[config.mk]
export PLATFORM = sky130hd
export DESIGN_NAME = control_unit
export DESIGN_NICKNAME = d
export VERILOG_FILES = /design/src/rtl/cu_pkg.sv /design/src/rtl/branch_cond.sv /design/src/rtl/control_unit.sv
export SDC_FILE = /design/constraint.sdc
export NUM_CORES = 1
export LEC_CHECK = 0
export CORE_AREA = 2 2 45 47
export CTS_CLUSTER_DIAMETER = 30
export DETAILED_ROUTE_END_ITERATION = 12
export DIE_AREA = 0 0 47 49
export GPL_ROUTABILITY_DRIVEN = 0
export HOLD_SLACK_MARGIN = 0.03
export PLACE_DENSITY_LB_ADDON = 0.12
export SYNTH_ARGS = -nofsm -noshare
export SYNTH_HDL_FRONTEND = slang
export SYNTH_HIERARCHICAL = 1
export SYNTH_SLANG_ARGS = --single-unit
[constraint.sdc]
create_clock -name clk -period 5.2 [get_ports clk]
set_clock_uncertainty 0.15 [all_clocks]
set_input_delay 1.04 -clock clk [delete_from_list [all_inputs] [get_ports clk]]
set_output_delay 1.04 -clock clk [all_outputs]
set_load 0.02 [all_outputs]
[src/rtl/cu_pkg.sv]
// Shared definitions for the control unit: state encoding, opcodes, ALU and
// branch condition codes, and fixed register-file addresses.
package cu_pkg;

  typedef enum logic [2:0] {
    S_INIT  = 3'd0,
    S_FETCH = 3'd1,
    S_INCPC = 3'd2,
    S_EXEC  = 3'd3,
    S_MEM   = 3'd4,
    S_HALT  = 3'd5
  } state_t;

  localparam logic [3:0] OP_LD  = 4'h8;
  localparam logic [3:0] OP_ST  = 4'h9;
  localparam logic [3:0] OP_BR  = 4'hA;
  localparam logic [3:0] OP_HLT = 4'hF;

  localparam logic [3:0] ALU_ADD = 4'h0;

  localparam logic [2:0] COND_AL = 3'd0;
  localparam logic [2:0] COND_Z  = 3'd1;
  localparam logic [2:0] COND_N  = 3'd2;
  localparam logic [2:0] COND_C  = 3'd3;
  localparam logic [2:0] COND_V  = 3'd4;
  localparam logic [2:0] COND_NZ = 3'd5;
  localparam logic [2:0] COND_NN = 3'd6;
  localparam logic [2:0] COND_NV = 3'd7;

  localparam logic [3:0] REG_DISP   = 4'd8;
  localparam logic [3:0] REG_CONST2 = 4'd12;
  localparam logic [3:0] REG_TEMP0  = 4'd13;
  localparam logic [3:0] REG_PC     = 4'd14;
  localparam logic [3:0] REG_IR     = 4'd15;

  function automatic logic is_reserved(input logic [3:0] op);
    return (op >= 4'hB) && (op <= 4'hE);
  endfunction

endpackage

[src/rtl/branch_cond.sv]
// Branch condition evaluation against ALU flags {n,z,v,c}.
module branch_cond
  import cu_pkg::*;
(
  input  logic [2:0] cond,
  input  logic [3:0] flags,
  output logic       taken
);

  logic n, z, v, c;
  assign {n, z, v, c} = flags;

  always_comb begin
    taken = 1'b0;
    case (cond)
      COND_AL: taken = 1'b1;
      COND_Z:  taken = z;
      COND_N:  taken = n;
      COND_C:  taken = c;
      COND_V:  taken = v;
      COND_NZ: taken = !z;
      COND_NN: taken = !n;
      COND_NV: taken = 1'b0;
      default: taken = 1'b0;
    endcase
  end

endmodule

[src/rtl/control_unit.sv]
// Multi-cycle control unit: fetch / PC increment / execute / memory sequencing.
// Define CU_ILLEGAL_TRAP_EN to halt with illegal=1 on reserved opcodes 0xB-0xE.
module control_unit
  import cu_pkg::*;
(
  input  logic        clk,
  input  logic        reset,
  input  logic [15:0] ir,
  input  logic [3:0]  flags,
  input  logic        mem_ready,
  output logic        mem_req,
  output logic        mem_we,
  output logic [3:0]  addrA,
  output logic [3:0]  addrB,
  output logic [3:0]  addrD,
  output logic        rw,
  output logic [3:0]  alu_op,
  output logic        data_sel,
  output logic        halt,
  output logic        illegal
);

  state_t state, state_nx;

  logic [3:0] op;
  logic [2:0] rd, rs1, rs2;
  logic       taken;
  logic       unused_ir;

  assign op        = ir[15:12];
  assign rd        = ir[11:9];
  assign rs1       = ir[8:6];
  assign rs2       = ir[5:3];
  assign unused_ir = ^ir[2:0];

  branch_cond u_branch_cond (
    .cond  (rd),
    .flags (flags),
    .taken (taken)
  );

  always_ff @(posedge clk) begin
    if (!reset) state <= S_INIT;
    else        state <= state_nx;
  end

`ifdef CU_ILLEGAL_TRAP_EN
  logic illegal_q;
  always_ff @(posedge clk) begin
    if (!reset)                                  illegal_q <= 1'b0;
    else if (state == S_EXEC && is_reserved(op)) illegal_q <= 1'b1;
  end
  assign illegal = illegal_q;
`else
  assign illegal = 1'b0;
`endif

  always_comb begin
    state_nx = state;
    mem_req  = 1'b0;
    mem_we   = 1'b0;
    addrA    = '0;
    addrB    = '0;
    addrD    = '0;
    rw       = 1'b0;
    alu_op   = ALU_ADD;
    data_sel = 1'b0;
    halt     = 1'b0;
    case (state)
      S_INIT: state_nx = S_FETCH;
      S_FETCH: begin
        mem_req  = 1'b1;
        addrA    = REG_PC;
        addrD    = REG_IR;
        data_sel = 1'b1;
        rw       = mem_ready;
        if (mem_ready) state_nx = S_INCPC;
      end
      S_INCPC: begin
        addrA    = REG_PC;
        addrB    = REG_CONST2;
        addrD    = REG_PC;
        rw       = 1'b1;
        state_nx = S_EXEC;
      end
      S_EXEC: begin
        state_nx = S_FETCH;
        if (!op[3]) begin
          alu_op = {1'b0, op[2:0]};
          addrA  = {1'b0, rs1};
          addrB  = {1'b0, rs2};
          addrD  = {1'b0, rd};
          rw     = (rd != 3'd0);
        end else if (op == OP_LD || op == OP_ST) begin
          addrA    = {1'b0, rs1};
          addrB    = {1'b0, rs2};
          addrD    = REG_TEMP0;
          rw       = 1'b1;
          state_nx = S_MEM;
        end else if (op == OP_BR) begin
          addrA = REG_PC;
          addrB = REG_DISP;
          addrD = REG_PC;
          rw    = taken;
        end else if (op == OP_HLT) begin
          state_nx = S_HALT;
        end else begin
`ifdef CU_ILLEGAL_TRAP_EN
          state_nx = S_HALT;
`else
          state_nx = S_FETCH;
`endif
        end
      end
      S_MEM: begin
        mem_req = 1'b1;
        addrA   = REG_TEMP0;
        mem_we  = (op == OP_ST);
        if (op == OP_ST) begin
          addrB = {1'b0, rd};
        end else begin
          addrD    = {1'b0, rd};
          data_sel = 1'b1;
          rw       = mem_ready && (rd != 3'd0);
        end
        if (mem_ready) state_nx = S_FETCH;
      end
      S_HALT: halt = 1'b1;
      default: state_nx = S_INIT;
    endcase
  end

endmodule

; Word level (Yosys, flattened, before mapping)
; Index checks and enable logic that the tools add are counted.
[totals]
in_bits = 23
ff_bits = 3
word_cells = 63
[classes]
bitwise_logic = 1
muxes = 33
n_reduce_logical = 10
n_eq_ne = 18
[ops]
columns = op, count
row1 = $mux 4, 8
row2 = $mux 3, 10
row3 = $pmux 4 s3, 2
row4 = $eq 3x3->1 const B, 6
row5 = $pmux 3 s6, 1
row6 = $eq 4x4->1 const B, 4
row7 = $pmux 4 s4, 1
row8 = $eq 3x2->1 const B, 4
row9 = $mux 1, 8
row10 = $pmux 1 s8, 1
row11 = $eq 3x1->1 const B, 2
row12 = $logic_not 3->1, 2
row13 = $ne 2x2->1 const B, 2
row14 = $pmux 1 s4, 1
row15 = $reduce_or 2->1, 2
row16 = $reduce_and 3->1, 1
row17 = $reduce_bool 3->1, 1
row18 = $logic_not 1->1, 2
row19 = $pmux 1 s2, 1
row20 = $logic_and 1x1->1, 1
row21 = $logic_or 1x1->1, 1
row22 = $not 1->1, 1

; Longest topological paths before layout
; Gate-level depths: netlist of run 1.
[logic_depth]
depth_word = 6
mapped_depth = 6
ltp_nobuf = 6

; By module
; Netlist of run 1, hierarchy kept.
[modules_own_cells]
columns = mod, area_each_um2, n_inst, cells_per_inst
row1 = control_unit, 590.6, 1, 85
row2 = branch_cond, 61.3, 1, 9

; Worst setup path before layout of run 1
; Ideal clock, no wire load.
[synth_timing]
path_type = input to output
start = input port flags[1]
end = output port rw
slack_ps = 1659
path_stages = 6
arrival_time_ps = 2351
path_cell_list = or2b_1 > a21oi_1 > o311a_1 > or3b_1 > a221o_1 > o211ai_1
[synth_between]
elab_chain_cells = 5
[synth_rtl]
columns = element, line
row1 = start: declaration, control_unit.sv:9  ; input logic [3:0] flags,
row2 = $pmux 1 s8, branch_cond.sv:15  ; case (cond)
row3 = via taken, control_unit.sv:27  ; logic taken;
row4 = $mux 1, control_unit.sv:100  ; end else if (op == OP_BR) begin
row5 = $mux 1, control_unit.sv:94  ; end else if (op == OP_LD || op == OP_ST) begin
row6 = $mux 1, control_unit.sv:88  ; if (!op[3]) begin
row7 = $pmux 1 s4, control_unit.sv:69  ; case (state)
row8 = end: declaration, control_unit.sv:16  ; output logic rw,
; The timed path passes the listed nets, and every way through them passes these cells.

; Worst setup path in the final report of run 1
[layout_timing]
start = input port ir[9]
end = output port rw
[layout_between]
elab_chain_cells = 6
elab_cells_between_ends = 16
[layout_rtl]
columns = element, line
row1 = start: declaration, control_unit.sv:8  ; input logic [15:0] ir,
row2 = $eq 3x3->1 (tied with other cells), branch_cond.sv:15
row3 = $pmux 1 s8 (*), branch_cond.sv:15
row4 = via taken, control_unit.sv:27
row5 = $mux 1 (*), control_unit.sv:100
row6 = $mux 1 (*), control_unit.sv:94
row7 = $mux 1 (*), control_unit.sv:88
row8 = $pmux 1 s4 (*), control_unit.sv:69
; The timed path passes the listed nets; every way through them passes the cells marked *.

==> metrics, run 1 <==
status=completed; PortBufs=39; Pint=0.0000994 W; Synth Area in XOR/XNOR=2.69%; DR pass1 iterations=4; Mapped Cells=94; Post-Route WL=1.97 mm; largest net degree at the start of global routing=18; combinational power share=55.6%; hold_buf cts=0; die area=2300 um^2; Hold Fails Final Rpt=0; Nets=155; Worst setup EP type=output port; dominant cell type by area after synthesis=dfxtp_1; CTS Buffer Depth=2; Psw=0.0000571 W; Clock Latency Late Sink=230 ps; Max H-tree Level=1; simple-gate share of the synthesized area=41.7%; CTS tree=yes; Pwr Density=147 nW/um^2; most frequent cells in the layout=39 x clkdlybuf4s50_1, 10 x nor2_1, 7 x and3_1; first-pass GRT wire length=3.13 mm; placed cell count=154; core box area=1840 um^2; final setup vio count=0; post-route setup TNS=0 ps; Worst Tran Pin Value=520 ps; # rows=16; mapped cell area=652 um^2; DR iter-0 viols=9; die height=49 um; DRC=0; io pins=45; clock group share of total power=25.8%; register with the highest flop count=state; # Post-CTS Setup Buffers=0; RSZ-0062 raised after global routing=no; FF+latch count, synth=3; DIE WIDTH=47 um; CP arrival=3550 ps; detailed-route via count=832; post-CTS sizing=0; Final Cycle Share=91.1%; Synth Area in Compound Gates=35.7%; commonest non-fill, non-tap cell in the layout=clkdlybuf4s50_1; relative slew slack=65.3%; WL/cell=12.5 um; largest family of logic cells by synthesized area=simple AND/OR/NAND/NOR gates; synth top area cells=dfxtp_1 9.2%, and3_1 6.7%, nor2_1 5.8%, nor3b_1 4.6%, o211ai_1 4.6%; maximum fanout along the worst path=8; post-synth cell types=44; Switching Fraction=36.5%; starting density of the core=35.4%; vias per cell=5.27; layout cell share with drive strength beyond 1=5.34%; f_max=211 MHz; root buffer cell=clkbuf_4; Pleak=0.419 nW; CTS Sinks=3; sequential cell area fraction in the yosys report=9.21%; CP required=4010 ps; CTS Buf Count=3; vias in the first global route=737; antenna violations before repair=0; Synth top area share=9.21%; multiplexer area fraction after synthesis=0%; # fillers=197; GR Overflow Total=0; Largest regs=state: 3 flops; Max-cap violations=0; Post-DP HPWL=1.51 mm; Critical Setup Path Class=input port to output port; register share of total power=18.6%; Post-Synth Adder-Cell Area=0%; worst hold path class=flip-flop to flip-flop; ANT cells=0; gr usage total=17.6%; Clock transition at path regs=30 ps; VDD IR-drop max=0.0902 mV; Slew Limit Fails=0; Final Non-Filler Cells=158; Syn Area/Cell=6.93 um^2; Post-DRT Antenna Nets=0; Worst setup SP type=input port; Synth Warn #=6; flip-flop count of the largest register after layout=3; minimum clock period=4740 ps; area grow syn2layout=63.5%
==> path summary, 6_finish.rpt <==
kind	from	endpoint	slack, ps	cells past startpoint
worst min-delay path	state[2]$_SDFFE_PN0P_	state[0]$_SDFFE_PN0P_	610	2
worst min register to register	state[2]$_SDFFE_PN0P_	state[0]$_SDFFE_PN0P_	610	2
worst max-delay path	ir[9]	rw	460	8
worst max register to register	state[1]$_SDFFE_PN0P_	state[0]$_SDFFE_PN0P_	3650	3
==> power by group through the flow <==
stage	Combinational [W]	Sequential (W)	Clock, W
final	0.0000869	0.0000291	0.0000404
after global routing	0.0000935	0.0000295	0.0000459
after CTS	0.0000875	0.0000290	0.0000429
after detailed placement	0.0000872	0.0000294	0
after global placement	0.0000869	0.0000293	0
after floorplan	0.0000489	0.0000259	0
==> cells by family (layout without fill, tap and decap cells) <==
group / count (synthesis) / in the layout
simple gates: 42 / 42
other cells: 1 / 2
compound gates: 32 / 32
flops: 3 / 3
xor+xnor: 2 / 2
buf+inv: 14 / 50
==> cell usage after synthesis, drive strengths merged <==
master / instances
o21ai: 6
o31ai: 1
or3b: 2
a21oi: 3
a22o: 3
o221ai: 1
nor2: 11
inv: 7
nand2b: 2
buf: 7
nor3: 1
or3: 1
o21bai: 1
nand2: 2
or2b: 2
a21boi: 1
conb: 1
a221o: 2
nor3b: 4
a211o: 1
a32oi: 1
o211ai: 4
nor4bb: 1
a2bb2oi: 1
o22ai: 3
nand4bb: 2
xnor2: 1
a32o: 1
dfxtp: 3
o311a: 1
and4bb: 1
nand3b: 2
nor2b: 2
and3: 7
a21o: 1
o21a: 1
xor2: 1
nand4: 1
and3b: 1
==> final cells by class <==
cell class	count	area (um^2)	share of cell area (%)
inverter	7	26.3	2.46
clock buffer	4	26.3	2.46
sequential	3	60.1	5.63
multi-input combinational	78	529	49.6
tap	27	33.8	3.17
timing repair buffer	39	390	36.6
==> per-layer routing <==
metal	up-vias	global-route usage [%]	part of all wire, %
met4	0	5.56	0
met5	-	0	0
met3	0	0.741	6.1
met1	379	22.6	44
li1	430	-	-
met2	23	30.1	50
==> stage by stage <==
step	util, %	hold slack [ps]	area [um^2]	total power [W]	setup WS, ps
finish	57.9	611	1070	0.000156	461
global route	57.9	665	1070	0.000169	367
detailed placement	56.5	603	1040	0.000117	440
global placement	56.5	589	1040	0.000116	449
floorplan	-	463	656	0.0000748	1660
CTS	57.9	609	1070	0.000160	440
==> critical path: stages <==
cell and delay, ps:
clkdlybuf4s50_1 610, or2b_1 250, a21oi_1 120, o311a_1 180
or3b_1 340, a221o_1 300, o211ai_1 80, clkdlybuf4s50_1 630
(Power assumes the default switching activity.)
==> run 2: changes to the inputs <==
Settings changed: CORE_AREA 2 2 45 47 to 2 2 44 46, CTS_BUF_LIST set to sky130_fd_sc_hd__clkbuf_8, DIE_AREA 0 0 47 49 to 0 0 46 48.
==> run 2 against run 1 <==
- via count rose by 0.36%
- maximum frequency is essentially flat
- die area fell by 4.1%
- critical endpoint unchanged
- first-iteration DRC count is 22% higher
- non-clock buffer count stayed put
- global-route usage up 1.7 points
- cell count is 6.3% lower
- largest power group unchanged
- highest routed layer unchanged
- sequential share of layout area hardly changed
==> metrics, run 2 (synthesis gave the netlist of run 1 again) <==
post-CTS sizing=0 (unchanged); DRT met1 WL=937 um (was 871 um); most frequent cells in the layout=39 x clkdlybuf4s50_1, 10 x nor2_1, 7 x and3_1 (unchanged); Hold Fails Final Rpt=0 (unchanged); Post-DP HPWL=1.53 mm (was 1.51 mm); Max H-tree Level=1 (unchanged); Critical Setup Path Class=input port to output port (unchanged); Clock Latency Late Sink=210 ps (was 230 ps); Worst setup SP type=input port (unchanged); # Post-CTS Setup Buffers=0 (unchanged); Pint=0.000121 W (was 0.0000994 W); core box area=1690 um^2 (was 1840 um^2); # rows=15 (was 16); f_max=211 MHz (about the same); worst hold path class=flip-flop to flip-flop (unchanged); Max-cap violations=0 (unchanged); flip-flop count of the largest register after layout=3 (unchanged); # fillers=159 (was 197); Psw=0.0000595 W (was 0.0000571 W); DRC=0 (unchanged); die height=48 um (was 49 um); Highest Signal Layer=met3 (unchanged); register share of total power=16.0% (was 18.6%); combinational power share=48.3% (was 55.6%); setup ws final=461 ps (about the same); Pleak=0.431 nW (was 0.419 nW); detailed-route via count=835 (was 832); Nets=155 (unchanged); gr usage total=19.3% (was 17.6%); io pins=45 (unchanged); VDD IR-drop max=0.260 mV (was 0.0902 mV); WL/cell=13.2 um (was 12.5 um); status=completed (unchanged); PortBufs=39 (unchanged); Final Cycle Share=91.1% (about the same); clock group share of total power=35.6% (was 25.8%); Post-DRT Antenna Nets=0 (unchanged); Setup WS pre-CTS=448 ps (was 440 ps); starting density of the core=38.6% (was 35.4%); final setup vio count=0 (unchanged); crit path max-delay cell type=clkdlybuf4s50_1 (unchanged); ANT cells=0 (unchanged); CP required=4010 ps (about the same); DIE WIDTH=46 um (was 47 um); register area=60.1 um^2 (unchanged); maximum fanout along the worst path=8 (unchanged); DR pass1 iterations=4 (unchanged); met2 WL=902 um (was 977 um); multi-input gate area in the final layout=529 um^2 (unchanged); Pwr Density=168 nW/um^2 (was 147 nW/um^2); DR iter-0 viols=11 (was 9); Slew Limit Fails=0 (unchanged); commonest non-fill, non-tap cell in the layout=clkdlybuf4s50_1 (unchanged); Top cell by count, worst path=clkdlybuf4s50_1 (unchanged); CTS Buffer Depth=2 (unchanged); routed wl met3=120 um (unchanged); CP arrival=3550 ps (about the same); CTS Sinks=3 (unchanged); Post-Route WL=1.96 mm (was 1.97 mm); vias per cell=5.64 (was 5.27); CTS tree=yes (unchanged); first-pass GRT wire length=3.24 mm (was 3.13 mm); Worst path max stage delay=630 ps (about the same); area grow syn2layout=64.5% (was 63.5%); layout cell share with drive strength beyond 1=5.34% (unchanged); worst path cell trace=clkdlybuf4s50_1 -> or2b_1 -> a21oi_1 -> o311a_1 -> or3b_1 -> a221o_1 -> o211ai_1 -> clkdlybuf4s50_1 (unchanged); Switching Fraction=33.0% (was 36.5%); die area=2210 um^2 (was 2300 um^2); Worst setup EP type=output port (unchanged); vias in the first global route=700 (was 737); Clock transition at path regs=30 ps (about the same); GR Overflow Total=0 (unchanged); post-route setup TNS=0 ps (unchanged); largest net degree at the start of global routing=18 (unchanged); Largest regs=state: 3 flops (unchanged); RSZ-0062 raised after global routing=no (unchanged); CTS Buf Count=3 (unchanged); minimum clock period=4740 ps (about the same); register with the highest flop count=state (unchanged); hold_buf cts=0 (unchanged); root buffer cell=clkbuf_8 (was clkbuf_4); antenna violations before repair=0 (unchanged)
==> run 2: layout make-up <==
class | instances | area share [%]
well taps | 17 | 1.98
flip-flops and latches | 3 | 5.60
repair buffers | 39 | 36.4
clock inverters | 1 | 0.350
clock buffers | 3 | 3.85
inverters | 7 | 2.45
multi-input cells | 78 | 49.4
==> run 2: path summary, 6_finish.rpt <==
| path | cells after the start | endpoint | slack [ps] | startpoint |
|---|---|---|---|---|
| min | 2 | state[0]$_SDFFE_PN0P_ | 610 | state[2]$_SDFFE_PN0P_ |
| max reg2reg | 3 | state[0]$_SDFFE_PN0P_ | 3670 | state[1]$_SDFFE_PN0P_ |
| max | 8 | rw | 460 | ir[9] |
| min reg2reg | 2 | state[0]$_SDFFE_PN0P_ | 610 | state[2]$_SDFFE_PN0P_ |
==> run 2: metrics by stage <==
step / power (W) / hold slack (ps) / util, % / instance area, um^2 / cells
finish: 0.000180 / 607 / 63.5 / 1070 / 148
global route: 0.000192 / 665 / 63.5 / 1070 / 148
CTS: 0.000182 / 611 / 63.5 / 1070 / 148
detailed placement: 0.000116 / 598 / 60.8 / 1030 / 144
global placement: 0.000116 / 588 / 60.8 / 1030 / 144
floorplan: 0.0000748 / 463 / - / 656 / 95
==> run 2: per-layer routing <==
metal	global-route usage, %	vias to the layer above
met1	29.6	376
met4	0	0
met2	29.7	32
li1	-	427
met3	3.02	0
met5	0	-
==> run 2: power groups by stage <==
stage          Clock (W)  Combinational (W)  Sequential, W
2_1_floorplan          0          0.0000489      0.0000259
3_3_place_gp           0          0.0000867      0.0000293
3_5_place_dp           0          0.0000872      0.0000293
4_1_cts        0.0000657          0.0000875      0.0000290
5_1_grt        0.0000680          0.0000942      0.0000296
6_report       0.0000642          0.0000872      0.0000289
==> run 2: worst max-delay path: cells and delay by family <==
family / cells / cell delay, ps
AND/OR/NAND/NOR: 2 / 600
AO/OA/AOI/OAI: 4 / 690
buffers and inverters: 2 / 1230
